--- config.mk ---
export PLATFORM = sky130hd
export DESIGN_NAME = folded_threshold_unit
export DESIGN_NICKNAME = d
export VERILOG_FILES = /design/src/rtl/folded_maj_pkg.sv /design/src/rtl/folded_threshold_unit_popcount_w.sv /design/src/rtl/folded_threshold_unit.sv
export SDC_FILE = /design/constraint.sdc
export NUM_CORES = 1
export LEC_CHECK = 0
export ABC_CLOCK_PERIOD_IN_PS = 14350
export CAP_MARGIN = 20
export CORE_MARGIN = 2
export CORE_UTILIZATION = 58
export CTS_CLUSTER_SIZE = 16
export DETAILED_ROUTE_END_ITERATION = 12
export GPL_ROUTABILITY_DRIVEN = 0
export PLACE_DENSITY_LB_ADDON = 0.1
export SYNTH_ARGS = -nofsm -noshare
export SYNTH_HDL_FRONTEND = slang
export SYNTH_HIERARCHICAL = 1
export SYNTH_SLANG_ARGS = --single-unit
--- constraint.sdc ---
create_clock -name clk -period 14.35 [get_ports clk]
set_input_delay 2.87 -clock clk [delete_from_list [all_inputs] [get_ports clk]]
set_output_delay 2.87 -clock clk [all_outputs]
set_load 0.05 [all_outputs]
--- src/rtl/folded_maj_pkg.sv ---
`default_nettype none
// ============================================================================
// Module      : folded_maj_pkg
// Description : Shared types, mode encodings and beat-geometry helpers for the
//               folded threshold unit.
// Revision    : 1.0 - initial release
// ============================================================================
package folded_maj_pkg;

    typedef enum logic [0:0] {
        ACC  = 1'b0,
        RESP = 1'b1
    } state_t;

    localparam logic MODE_MAJ = 1'b0;
    localparam logic MODE_THR = 1'b1;

    function automatic int ceil_div(input int a, input int b);
        return (a + b - 1) / b;
    endfunction

    function automatic int clog2(input int v);
        int r;
        r = 0;
        while ((1 << r) < v) r++;
        return r;
    endfunction

    function automatic int beats_of(input int n, input int w);
        return ceil_div(n, w);
    endfunction

    // Number of live vote bits carried by the final beat of a vector
    function automatic int last_bits_of(input int n, input int w);
        return n - (ceil_div(n, w) - 1) * w;
    endfunction

endpackage
`default_nettype wire

--- src/rtl/folded_threshold_unit_popcount_w.sv ---
`default_nettype none
// ============================================================================
// Module      : popcount_w
// Description : Combinational population count of one W-bit beat.
// Revision    : 1.0 - initial release
// ============================================================================
module popcount_w #(
    parameter int W  = 16,
    parameter int PW = $clog2(W + 1)
) (
    input  logic [W-1:0]  i_bits,
    output logic [PW-1:0] o_count
);

    always_comb begin
        o_count = '0;
        for (int i = 0; i < W; i++) begin
            o_count = o_count + PW'(i_bits[i]);
        end
    end

endmodule
`default_nettype wire

--- src/rtl/folded_threshold_unit.sv ---
`default_nettype none
// ============================================================================
// Module      : folded_threshold_unit
// Description : Folded majority / threshold gate; accumulates the popcount of
//               an N-bit vote vector over ceil(N/W) beats of W bits.
// Revision    : 1.0 - initial release
// ============================================================================
module folded_threshold_unit
    import folded_maj_pkg::*;
#(
    parameter int N  = 255,
    parameter int W  = 16,
    parameter int CW = $clog2(N + 1)
) (
    input  logic          clk,
    input  logic          rst,
    input  logic          in_valid,
    output logic          in_ready,
    input  logic [W-1:0]  in_data,
    input  logic          mode,
    input  logic [CW-1:0] thr,
    output logic          out_valid,
    input  logic          out_ready,
    output logic          out_y,
    output logic [CW-1:0] out_count
);

    localparam int C_BEATS     = beats_of(N, W);
    localparam int C_LAST_BITS = last_bits_of(N, W);
    localparam int C_BCW       = (C_BEATS > 1) ? clog2(C_BEATS) : 1;
    localparam int C_PW        = $clog2(W + 1);

    localparam logic [C_BCW-1:0] C_LAST_IDX  = C_BCW'(C_BEATS - 1);
    localparam logic [W-1:0]     C_LAST_MASK = {W{1'b1}} >> (W - C_LAST_BITS);
    // count > floor(N/2) is the strict majority for both odd and even N
    localparam logic [CW-1:0]    C_MAJ_HALF  = CW'(N / 2);

    state_t             r_state;
    state_t             w_state_next;
    logic [C_BCW-1:0]   r_beat_cnt;
    logic [CW-1:0]      r_acc;
    logic               r_mode;
    logic [CW-1:0]      r_thr;
    logic               r_y;
    logic [CW-1:0]      r_count;

    logic               w_accept;
    logic               w_first;
    logic               w_last;
    logic [W-1:0]       w_masked;
    logic [C_PW-1:0]    w_pc;
    logic [CW-1:0]      w_acc_next;
    logic               w_mode_eff;
    logic [CW-1:0]      w_thr_eff;
    logic               w_decision;

    assign w_accept = in_valid && (r_state == ACC);
    assign w_first  = (r_beat_cnt == '0);
    assign w_last   = (r_beat_cnt == C_LAST_IDX);
    assign w_masked = w_last ? (in_data & C_LAST_MASK) : in_data;

    popcount_w #(
        .W  (W),
        .PW (C_PW)
    ) u_popcount (
        .i_bits  (w_masked),
        .o_count (w_pc)
    );

    assign w_acc_next = (w_first ? '0 : r_acc) + CW'(w_pc);

    // Single-beat vectors decide on the same cycle mode/thr are captured
    assign w_mode_eff = w_first ? mode : r_mode;
    assign w_thr_eff  = w_first ? thr  : r_thr;
    assign w_decision = (w_mode_eff == MODE_THR) ? (w_acc_next >= w_thr_eff)
                                                 : (w_acc_next >  C_MAJ_HALF);

    always_ff @(posedge clk) begin
        if (rst) begin
            r_state <= ACC;
        end else begin
            r_state <= w_state_next;
        end
    end

    always_comb begin
        w_state_next = r_state;
        in_ready     = 1'b0;
        out_valid    = 1'b0;
        case (r_state)
            ACC: begin
                in_ready = 1'b1;
                if (w_accept && w_last) begin
                    w_state_next = RESP;
                end
            end
            RESP: begin
                out_valid = 1'b1;
                if (out_ready) begin
                    w_state_next = ACC;
                end
            end
            default: w_state_next = ACC;
        endcase
    end

    always_ff @(posedge clk) begin
        if (rst) begin
            r_beat_cnt <= '0;
            r_acc      <= '0;
            r_mode     <= 1'b0;
            r_thr      <= '0;
            r_y        <= 1'b0;
            r_count    <= '0;
        end else if (w_accept) begin
            r_acc <= w_acc_next;
            if (w_first) begin
                r_mode <= mode;
                r_thr  <= thr;
            end
            if (w_last) begin
                r_beat_cnt <= '0;
                r_count    <= w_acc_next;
                r_y        <= w_decision;
            end else begin
                r_beat_cnt <= r_beat_cnt + C_BCW'(1);
            end
        end
    end

    assign out_y     = r_y;
    assign out_count = r_count;

endmodule
`default_nettype wire

# Word level (Yosys, flattened, before mapping)
# Index checks and enable logic that the tools add are counted.
[word_totals]
n_memories = 0
latchBits = 0
regBits = 31
rom_bits = 0
output_inout_bits = 11
inputBits = 29
mem_bits_rw = 0
[op_classes]
bitwise_logic = 1
n_addsub = 17
n_mux = 11
magnitude_cmp = 2
div_mod_pow = 0
n_shift = 0
n_eq_ne = 1
n_reduce_logical = 4
mul = 0
[ops]
columns = ["op", "count"]
rows = [
  ["$add 5x1->5", 14],
  ["$mux 16", 1],
  ["$mux 8", 2],
  ["$add 8x5->8", 1],
  ["$ge 8x8->1", 1],
  ["$gt 8x7->1 const B", 1],
  ["$mux 1", 6],
  ["$add 4x1->4 const B", 1],
  ["$eq 4x4->1 const B", 1],
  ["$logic_not 4->1", 1],
  ["$mux 4", 1],
  ["$add 1x1->2", 1],
  ["$logic_and 1x1->1", 2],
  ["$pmux 1 s2", 1],
  ["$reduce_and 2->1", 1],
  ["$not 1->1", 1],
]

# Logic depth before layout (Yosys ltp)
# Gate-level depths: netlist of run 1.
[depth]
ltp_word = 20
mapped_depth = 23
depth_no_buf = 23

# Hierarchy
# The synthesis of run 1 kept the hierarchy.
[modules_own_cells]
columns = ["module", "instances", "cells_each", "area_per_inst_um2", "seq_area_each_um2"]
rows = [
  ["folded_threshold_unit", 1, 212, 1858.0, 620.6],
  ["popcount_w", 1, 52, 481.7, 0.0],
]

# Worst setup path before layout of run 1
# Ideal clock, no wire load.
[synth_path]
path_kind = "input-to-reg"
from = "input port in_data[0]"
to = "register r_y, in the netlist out_y"
required_ps = 14229
path_slack_ps = 6353
setup_time_ps = 121
n_path_buf = 0
stages = 22
t_arrival_ps = 7876
path_cell_list = "fa_1 > ha_1 > fa_1 > inv_1 > fa_1 > fa_1 > inv_1 > ha_1 > nor2b_1 > a221oi_2 > xor2_1 > ha_1 > a21o_1 > a21oi_2 > a21oi_2 > xnor2_1 > nor2_1 > ha_1 > a21oi_1 > nand2_1 > a211oi_1 > o31ai_2"
[synth_via]
elab_chain_len = 19
word_cells_on_any_way = 20
cone_classes = "add/sub: 16; order compare: 2; mux: 2"
[synth_lines]
columns = ["element", "line", "source"]
rows = [
  ["start: declaration", "folded_threshold_unit.sv:19", "input logic [W-1:0] in_data,"],
  ["$mux 16 (*)", "folded_threshold_unit.sv:60", "assign w_masked = w_last ? (in_data & C_LAST_MASK) : in_data;"],
  ["$add 1x1->2 (*)", "folded_threshold_unit_popcount_w.sv:18", "o_count = o_count + PW'(i_bits[i]);"],
  ["$add 5x1->5 (*) (14 in series)", "folded_threshold_unit_popcount_w.sv:18", ""],
  ["via w_pc[3]", "folded_threshold_unit.sv:51", "logic [C_PW-1:0] w_pc;"],
  ["$add 8x5->8 (*)", "folded_threshold_unit.sv:70", "assign w_acc_next = (w_first ? '0 : r_acc) + CW'(w_pc);"],
  ["via w_acc_next[7]", "folded_threshold_unit.sv:52", "logic [CW-1:0] w_acc_next;"],
  ["$gt 8x7->1 or $ge 8x8->1 (tied branches)", "folded_threshold_unit.sv:76, folded_threshold_unit.sv:75", ""],
  ["$mux 1 (*)", "folded_threshold_unit.sv:75", "assign w_decision = (w_mode_eff == MODE_THR) ? (w_acc_next >= w_thr_eff)"],
  ["end signal: assignment", "folded_threshold_unit.sv:124", "r_y <= w_decision;"],
  ["end: declaration", "folded_threshold_unit.sv:44", "logic r_y;"],
]
# Mark *: on every way through the listed nets, which the timed path passes. The rest lies on a longest branch.
# A chain may end at the register's enable or synchronous reset.

# Final worst setup path of run 1
# Ends and elaborated chain as after synthesis.

==> metrics.txt, run 1 <==
outcome=finished, final reports clean; Worst Hold Class=register to register; DRT iter0 DRCs=between 100 and 150; fin crit share=60.0%; GRT overflow=0; DRC Markers=0; Finished Cell Area=2830 um2; Final ANT Viol Nets=0; global-route usage over all layers=22.4%; skew final=7.41 ps; Die Y=67.5 um; relative slew slack=a little over two fifths; CP Launch Type=primary input; Port Buffer Count=39; Synth Instances=roughly 260; worst setup margin=5730 ps; vias in the first global route=1651; Post-Syn Area=between 2000 and 2500 um2; Final Critical Period=8620 ps; via-per-instance ratio=5.24; pre-CTS setup slack=5420 ps; Reg clk slew, reported paths=70 ps; met3 Use GR=around 4.5%; Area growth, synth to finish=21.1%; boundary pin count=40; synth warn=6; clock buffer depth=2; Die X=roughly 68 um; CP Class=primary input to register; grt peak-use layer=met2; Fillers=331; pin count of the biggest net entering global routing=34; CP Data Arrival Time=slightly below 9000 ps; first-pass GRT wire length=7.55 mm; drt first pass iters=4; DP HPWL=3.49 mm; Fin. Hold Viols=0; post-cts sizing count=0; core area=slightly below 4000 um2; CTS Hold Buffers Added=0; CTS tree=yes; worst slew pin tran=roughly 840 ps; clk root buf=clkbuf_8; setup violators final=0; Fmax=0.116 GHz; number of max-cap violations=0; Initial Utilization=around three fifths; Setup TNS Final=0 ps; Net count, final=around 370; vias=~1800; post-CTS setup buffer count=0; HP Start=r_acc[3]$_SDFFE_PP0P_; RSZ-0062 raised after global routing=false; Clock Latency Late Sink=280 ps; Avg Inst Size Synth=8.86 um2; antenna violations before repair=0; Worst Path Max Fanout=7; layout cell share with drive strength beyond 1=under 10%; library cells used by synthesis=49; Worst R2R Setup Slack=around 9600 ps; max-slew violations=0; total CTS buffers=5; ant diodes=0; syn_nets=329; Peak supply drop=0.0000655 V; met2 usage=35.2%; R2R cell count=20; worst reg2reg path startpoint=r_beat_cnt[0]$_SDFFE_PP0P_; Worst EP required=14520 ps; FP Rows=23; sequential fraction of the synthesis area=26.5%; worst hold path cell count=2; drt wl/cell=roughly 13 um; Core Util, Final=71.9%; crit path capture type=register; depth of the CTS H-tree=2; PD cells=139 nW/um2; r2r endpoint=out_y$_SDFFE_PP0P_; GR Util met1=30.9%; Hold EP=r_acc[3]$_SDFFE_PP0P_; Die ar.=between 4000 and 5000 um2; P_leak=1.26 nW; placed inst area=2750 um2; # clock sinks=31; Synth Register Bits=31; Routed Wire Length=4.50 mm
layout by cell type, fill, tap and decap left out, types with 5 or more instances in the layout:
cell             count
nand3b_1             5
clkbuf_8             6
o21ai_0              6
fa_1                12
dfxtp_1             31
a211oi_1             7
nand3_1              6
nand2_1             32
xnor2_1              6
nor2_1              15
mux2i_1              8
ha_1                24
a21oi_1             15
inv_1               34
and2_1               7
clkdlybuf4s50_1     39
through the flow:
step / hold slack (ps) / std cells / total power (W)
3_5_place_dp: 443 / 345 / 0.000328
4_1_cts: 451 / 352 / 0.000396
2_1_floorplan: 432 / 264 / 0.000279
6_report: 450 / 352 / 0.000393
5_1_grt: 467 / 352 / 0.000433
3_3_place_gp: 437 / 345 / 0.000320
Yosys cell counts (all sizes together):
cell,n,area share (%)
mux2i,8,3.4
nor2,16,2.7
o41ai,1,0.70
o21bai,2,0.64
o31ai,1,0.53
nor3,4,0.86
dfxtp,31,27
inv,34,5.5
or2,1,0.27
o21ai,6,1.3
ha,24,13
a2111oi,1,0.43
clkbuf,2,0.32
and3,2,0.59
o21a,2,0.64
xnor2,6,2.2
fa,12,10
a221oi,1,0.64
nor3b,2,1.1
a31oi,2,0.53
nand3,7,1.7
nand2b,3,1.1
nand4,3,1.4
or3b,1,0.37
a211o,1,0.37
a211oi,11,4.4
nand3b,5,1.6
nand2,32,5.1
nor2b,3,0.80
a21oi,17,4.0
and2,7,1.9
a21o,3,1.1
o31a,1,0.37
or3,1,0.27
dlygate4sd1,1,0.37
xor2,3,1.1
buf,7,2.0
how the worst max path moves through the flow:
stage | startpoint | to
2_1_floorplan | in_data[0] | out_y$_SDFFE_PP0P_
3_3_place_gp | in_data[0] | out_y$_SDFFE_PP0P_
3_5_place_dp | in_data[0] | out_y$_SDFFE_PP0P_
4_1_cts | in_data[0] | out_y$_SDFFE_PP0P_
5_1_grt | in_data[0] | out_y$_SDFFE_PP0P_
6_report | in_data[0] | out_y$_SDFFE_PP0P_
registers in the layout (all words and copies together) (netlist names):
register    count
r_beat_cnt      4
out_count       8
r_mode          1
r_acc           8
r_thr           8
r_state         1
out_y           1
area by class of cell:
class	count	area (um2)	share of cell area, %
Timing Repair Buffer	41	405	14.3
Clock inverter	1	5.00	0.177
Inverter	34	128	4.50
Multi-Input combinational cell	189	1530	54.0
Clock buffer	6	82.6	2.91
Tap cell	50	62.6	2.21
Sequential cell	31	621	21.9
worst max-delay path: stages:
cell and delay [ps]:
clkdlybuf4s50_1 430, fa_1 480, ha_1 240, fa_1 510, inv_1 50, fa_1 460, fa_1 490, inv_1 40
ha_1 350, nor2b_1 170, a221oi_2 250, xor2_1 190, ha_1 320, a21o_1 200, a21oi_2 300, a21oi_2 100
xnor2_1 310, nor2_1 80, ha_1 360, a21oi_1 180, nand2_1 70, a211oi_1 260, o31ai_2 80
cells by family (layout without fill, tap and decap cells):
group	count (synthesis)	in the layout	synth area share, %
fa+ha+maj	36	36	23.1
flops	31	31	26.5
xor+xnor	9	9	3.37
buf+inv	44	82	8.18
simple gates	87	87	19.8
mux	8	8	3.42
compound gates	49	49	15.6
layer usage:
metal  share of wire (%)  wire (um)
met1                  48       2160
met2                  45       2040
met3                 6.0        269
met4                0.80         36
met5                   0          0
where the power goes:
part	switching [W]	internal [W]
logic	0.000127	0.000102
registers	0.00000355	0.0000933
clock network	0.0000306	0.0000375
total	0.000161	0.000232
No activity file was read; power rests on OpenSTA's default activity.
==> inputs of run 2 (changes only) <==
- ABC_CLOCK_PERIOD_IN_PS: 14350 -> 7600
- CORE_UTILIZATION: 58 -> 48
- clock period: 14.35 -> 7.6 ns (I/O delays scaled with it)
==> metrics.txt, run 2 (synthesis gave the netlist of run 1 again) <==
DRC Markers=0 (unchanged); relative slew slack=45.2% (+1.3 points); Setup TNS Final=0 ps (unchanged); crit path capture type=register; clk root buf=clkbuf_8; max-slew violations=0 (unchanged); CP max stage delay=510 ps (about the same); post-cts sizing count=0 (unchanged); global-route usage over all layers=19.3% (-3.1 points); worst hold slack=449 ps (-1.48 ps); Clock Latency Late Sink=280 ps (about the same); via-per-instance ratio=4.96 (-5.5%); setup violators final=0 (unchanged); Port Buffer Count=39 (unchanged); P_leak=1.28 nW (+1.1%); commonest cells after routing, fill and taps aside=clkdlybuf4s50_1 (39), inv_1 (34), nand2_1 (32), dfxtp_1 (31), ha_1 (24); CTS tree=yes; Worst Hold Class=register to register; post-CTS setup buffer count=0 (unchanged); outcome=finished, final reports clean; PD cells=267 nW/um2 (+93%); fin crit share=93.6%; worst slew pin tran=821 ps (-19.9 ps); total CTS buffers=5 (unchanged); CTS Hold Buffers Added=0 (unchanged); pin count of the biggest net entering global routing=34 (unchanged); DP HPWL=3.52 mm (+0.98%); vias in the first global route=1835 (+11%); vias=1844 (-0.11%); boundary pin count=40 (unchanged); Die ar.=5450 um2 (+20%); skew final=2.30 ps (-5.11 ps); Fmax=0.141 GHz; DRT iter0 DRCs=79 (-23%); Worst Path Max Fanout=4 (-3); Peak supply drop=0.000122 V (+86%); CP Launch Type=primary input; Final Critical Period=7110 ps; depth of the CTS H-tree=2 (unchanged); number of max-cap violations=0 (unchanged); Net count, final=369 (+0.54%); FP Rows=25 (+8.7%); Routed Wire Length=4.64 mm (+3.0%); Multi-input gate area=1530 um2 (unchanged); Area growth, synth to finish=23.2%; drt wl/cell=12.5 um (-2.6%); Die X=73.8 um (+9.3%); antenna violations before repair=0 (unchanged); core area=4720 um2 (+20%); # clock sinks=31 (unchanged); Final ANT Viol Nets=0 (unchanged); register cell area after layout=621 um2 (unchanged); layout cell share with drive strength beyond 1=9.51% (+0.57 points); drt first pass iters=4 (unchanged); Worst EP required=7770 ps (-6750 ps); crit path cell chain=clkdlybuf4s50_1, fa_1, ha_1, inv_1, fa_1, fa_1, fa_1, fa_1, fa_1, xnor2_1, ha_1, nor2b_1, o21a_1, o31a_1, xnor2_1, nor2_1, ha_1, nand3_1, nand2_1, a211oi_1, o31ai_2; crit-path leading delay family=adder cells; GRT overflow=0 (unchanged); clock buffer depth=2 (unchanged); CP bufs+invs=2 (-1); Fin. Hold Viols=0 (unchanged); Fillers=423 (+28%); most frequent CP cell=fa_1; Initial Utilization=49.5% (-9.8 points); first-pass GRT wire length=8.19 mm (+8.5%); ant diodes=0 (unchanged); slowest cell on the critical path=fa_1; CP Class=primary input to register; RSZ-0062 raised after global routing=false; Die Y=73.8 um (+9.3%); most common cell after layout, fill and taps aside=clkdlybuf4s50_1; Reg clk slew, reported paths=60 ps (about the same); CP Data Arrival Time=7280 ps (-1510 ps)
## run 2: where the power goes
part | leakage [nW] | internal [W] | switching [W]
Clock | 0.0515 | 0.0000825 | 0.0000583
Sequential | 0.253 | 0.000176 | 0.00000653
Combinational | 0.971 | 0.000206 | 0.000241
Total | 1.28 | 0.000465 | 0.000306
## run 2: cell type report
| type | count | share of cell area (%) |
|---|---|---|
| multi-input cells | 189 | 53.1 |
| flip-flops and latches | 31 | 21.5 |
| repair buffers | 43 | 14.6 |
| inverters | 34 | 4.43 |
| clock buffers | 8 | 3.47 |
| well taps | 67 | 2.91 |
## run 2: through the flow
step / cell area, um2 / setup WS [ps] / utilization (%) / cells / total power, W
floorplan: 2340 / 953 / - / 264 / 0.000527
global placement: 2780 / 297 / 58.9 / 364 / 0.000625
detailed placement: 2780 / 224 / 58.9 / 364 / 0.000634
CTS: 2880 / 490 / 61.0 / 372 / 0.000779
global route: 2880 / 224 / 61.0 / 372 / 0.000855
finish: 2880 / 487 / 61.0 / 372 / 0.000771
## run 2: path summary, 6_finish.rpt
check / from / endpoint / cells past startpoint / slack (ps)
max reg2reg: r_beat_cnt[0]$_SDFFE_PP0P_ / out_y$_SDFFE_PP0P_ / 19 / 2950
max: in_data[0] / out_y$_SDFFE_PP0P_ / 21 / 490
min reg2reg: r_acc[4]$_SDFFE_PP0P_ / r_acc[4]$_SDFFE_PP0P_ / 2 / 450
min: r_acc[4]$_SDFFE_PP0P_ / r_acc[4]$_SDFFE_PP0P_ / 2 / 450
## run 2: per-layer routing
layer	GRT usage, %	share of wire, %
met1	25.4	51
met5	0	0
met4	6.06	1.1
met3	3.98	4.9
met2	31.4	43
## run 2: worst reg2reg max path, stage by stage, from the launching register on
cell and delay [ps]:
dfxtp_1 400, ha_1 210, nand3_2 120, and2_1 200, inv_1 80, fa_1 430, fa_1 420, fa_1 410
xnor2_1 150, ha_1 380, nor2b_1 170, o21a_1 190, o31a_1 280, xnor2_1 200, nor2_1 80, ha_1 340
nand3_1 90, nand2_1 50, a211oi_1 260, o31ai_2 80
==> inputs of run 3 (changes only) <==
- SLEW_MARGIN: unset -> 40
==> metrics.txt, run 3 (synthesis gave the netlist of run 1 again) <==
PD cells=266 nW/um2 (-0.34%); CP Class=primary input to register; vias=1847 (+0.16%); drt first pass iters=4 (unchanged); P_int=0.000466 W (+0.29%); placed inst area=2780 um2 (unchanged); Comb power frac=58.0% (about the same); Final Critical Period=7070 ps (-44.2 ps); Worst Hold Class=register to register; skew final=1.87 ps (-0.422 ps); via-per-instance ratio=4.95 (-0.11%); post-CTS setup buffer count=0 (unchanged); most frequent CP cell=fa_1; Hold EP=r_acc[4]$_SDFFE_PP0P_; Routed Wire Length=4.66 mm (+0.60%); relative slew slack=66.4% (+21 points); post-cts sizing count=0 (unchanged); number of max-cap violations=0 (unchanged); DRT iter0 DRCs=79 (unchanged); Fin. Hold Viols=0 (unchanged); DRC Markers=0 (unchanged); GRT overflow=0 (unchanged); Reg clk slew, reported paths=60 ps (about the same); CTS tree=yes; Final ANT Viol Nets=0 (unchanged); Die ar.=5450 um2 (unchanged); HP Start=r_acc[4]$_SDFFE_PP0P_; Setup TNS Final=0 ps (unchanged); global-route usage over all layers=19.3% (unchanged); most common cell after layout, fill and taps aside=clkdlybuf4s50_1; Fillers=423 (unchanged); P_leak=1.28 nW (+0.47%); FP Rows=25 (unchanged); CTS Hold Buffers Added=0 (unchanged); clk root buf=clkbuf_8; crit path capture type=register; pin count of the biggest net entering global routing=34 (unchanged); Area growth, synth to finish=23.7%; Switching Fraction=39.6% (-0.14 points); antenna violations before repair=0 (unchanged); layout cell share with drive strength beyond 1=9.80% (+0.30 points); Clk pwr share=18.3% (about the same); first-pass GRT wire length=8.19 mm (unchanged); crit path cell chain=clkdlybuf4s50_1, fa_1, ha_1, inv_1, fa_1, fa_1, fa_1, fa_1, fa_1, xnor2_1, ha_1, nor2b_1, o21a_1, o31a_1, xnor2_1, nor2_1, ha_1, nand3_1, nand2_1, a211oi_1, o31ai_2; P_sw=0.000305 W (-0.31%); Net count, final=370 (+0.27%); sequential power share=23.7% (about the same); worst slew pin tran=502 ps (-319 ps); Initial Utilization=49.5% (unchanged); Worst R2R Setup Slack=2990 ps (+40 ps); pre-CTS setup slack=224 ps (unchanged); setup violators final=0 (unchanged); clock buffer depth=2 (unchanged); Port Buffer Count=39 (unchanged); CP Data Arrival Time=7230 ps (-50 ps); worst reg2reg path startpoint=r_beat_cnt[0]$_SDFFE_PP0P_; slowest cell on the critical path=fa_1; worst hold slack=449 ps (+0.294 ps); ant diodes=0 (unchanged); Peak supply drop=0.000121 V (-0.87%); # clock sinks=31 (unchanged); vias in the first global route=1835 (unchanged); depth of the CTS H-tree=2 (unchanged); DP HPWL=3.52 mm (unchanged); CP Launch Type=primary input; Worst EP required=7770 ps (about the same); Die X=73.8 um (unchanged); r2r endpoint=out_y$_SDFFE_PP0P_; Die Y=73.8 um (unchanged); Fmax=0.141 GHz (+0.63%); worst setup margin=531 ps (+44.2 ps); fin crit share=93.0% (-0.58 points); max-slew violations=0 (unchanged); drt wl/cell=12.5 um (+0.33%); core area=4720 um2 (unchanged); worst hold path cell count=2 (unchanged); boundary pin count=40 (unchanged); R2R cell count=19 (unchanged); power after layout=0.000771 W (about the same); Worst Path Max Fanout=4 (unchanged); Finished Cell Area=2890 um2 (+0.39%); outcome=finished, final reports clean; RSZ-0062 raised after global routing=false; total CTS buffers=5 (unchanged); CP max stage delay=510 ps (about the same); Clock Latency Late Sink=280 ps (about the same); commonest cells after routing, fill and taps aside=clkdlybuf4s50_1 (39), inv_1 (34), nand2_1 (32), dfxtp_1 (31), ha_1 (24)
[run 3: layout make-up]
class | instances | area (um2) | area share (%)
clock buffer | 8 | 100 | 3.46
inverter | 34 | 128 | 4.41
multi-input combinational | 189 | 1530 | 52.9
sequential | 31 | 621 | 21.4
tap | 67 | 83.8 | 2.90
timing repair buffer | 44 | 432 | 14.9
[run 3: worst max-delay path by stage]
stage,from,endpoint,slack (ps),cells after the start
4_1_cts,in_data[0],out_y$_SDFFE_PP0P_,490,23
3_3_place_gp,in_data[0],out_y$_SDFFE_PP0P_,300,23
3_5_place_dp,in_data[0],out_y$_SDFFE_PP0P_,220,23
6_report,in_data[0],out_y$_SDFFE_PP0P_,530,21
5_1_grt,in_data[0],out_y$_SDFFE_PP0P_,250,23
2_1_floorplan,in_data[0],out_y$_SDFFE_PP0P_,950,22
[run 3: worst max-delay path: cells and delay by family]
family	cells	cell delay (ps)
AOI/OAI and AO/OA	4	800
buffers and inverters	2	480
and+or+nand+nor	4	400
adders and majority gates	9	3690
xor gates and xnor gates	2	350
[run 3: power groups by stage]
| stage | clock network [W] | registers, W | logic, W |
|---|---|---|---|
| floorplan | 0 | 0.000185 | 0.000343 |
| global placement | 0 | 0.000186 | 0.000439 |
| detailed placement | 0 | 0.000186 | 0.000447 |
| CTS | 0.000145 | 0.000183 | 0.000451 |
| global route | 0.000150 | 0.000184 | 0.000522 |
| finish | 0.000141 | 0.000183 | 0.000447 |
[run 3: per-layer routing]
layer	up-vias	GRT usage, %	wire length [um]
met5	-	0	0
met3	7	3.98	252
met2	51	31.4	2030
met1	826	25.4	2330
met4	0	6.06	50
li1	963	-	-
[run 3: metrics by stage]
stage,util (%),instances
after floorplan,-,264
after global placement,58.9,364
after detailed placement,58.9,364
after CTS,61.0,372
after global routing,61.3,373
final,61.3,373
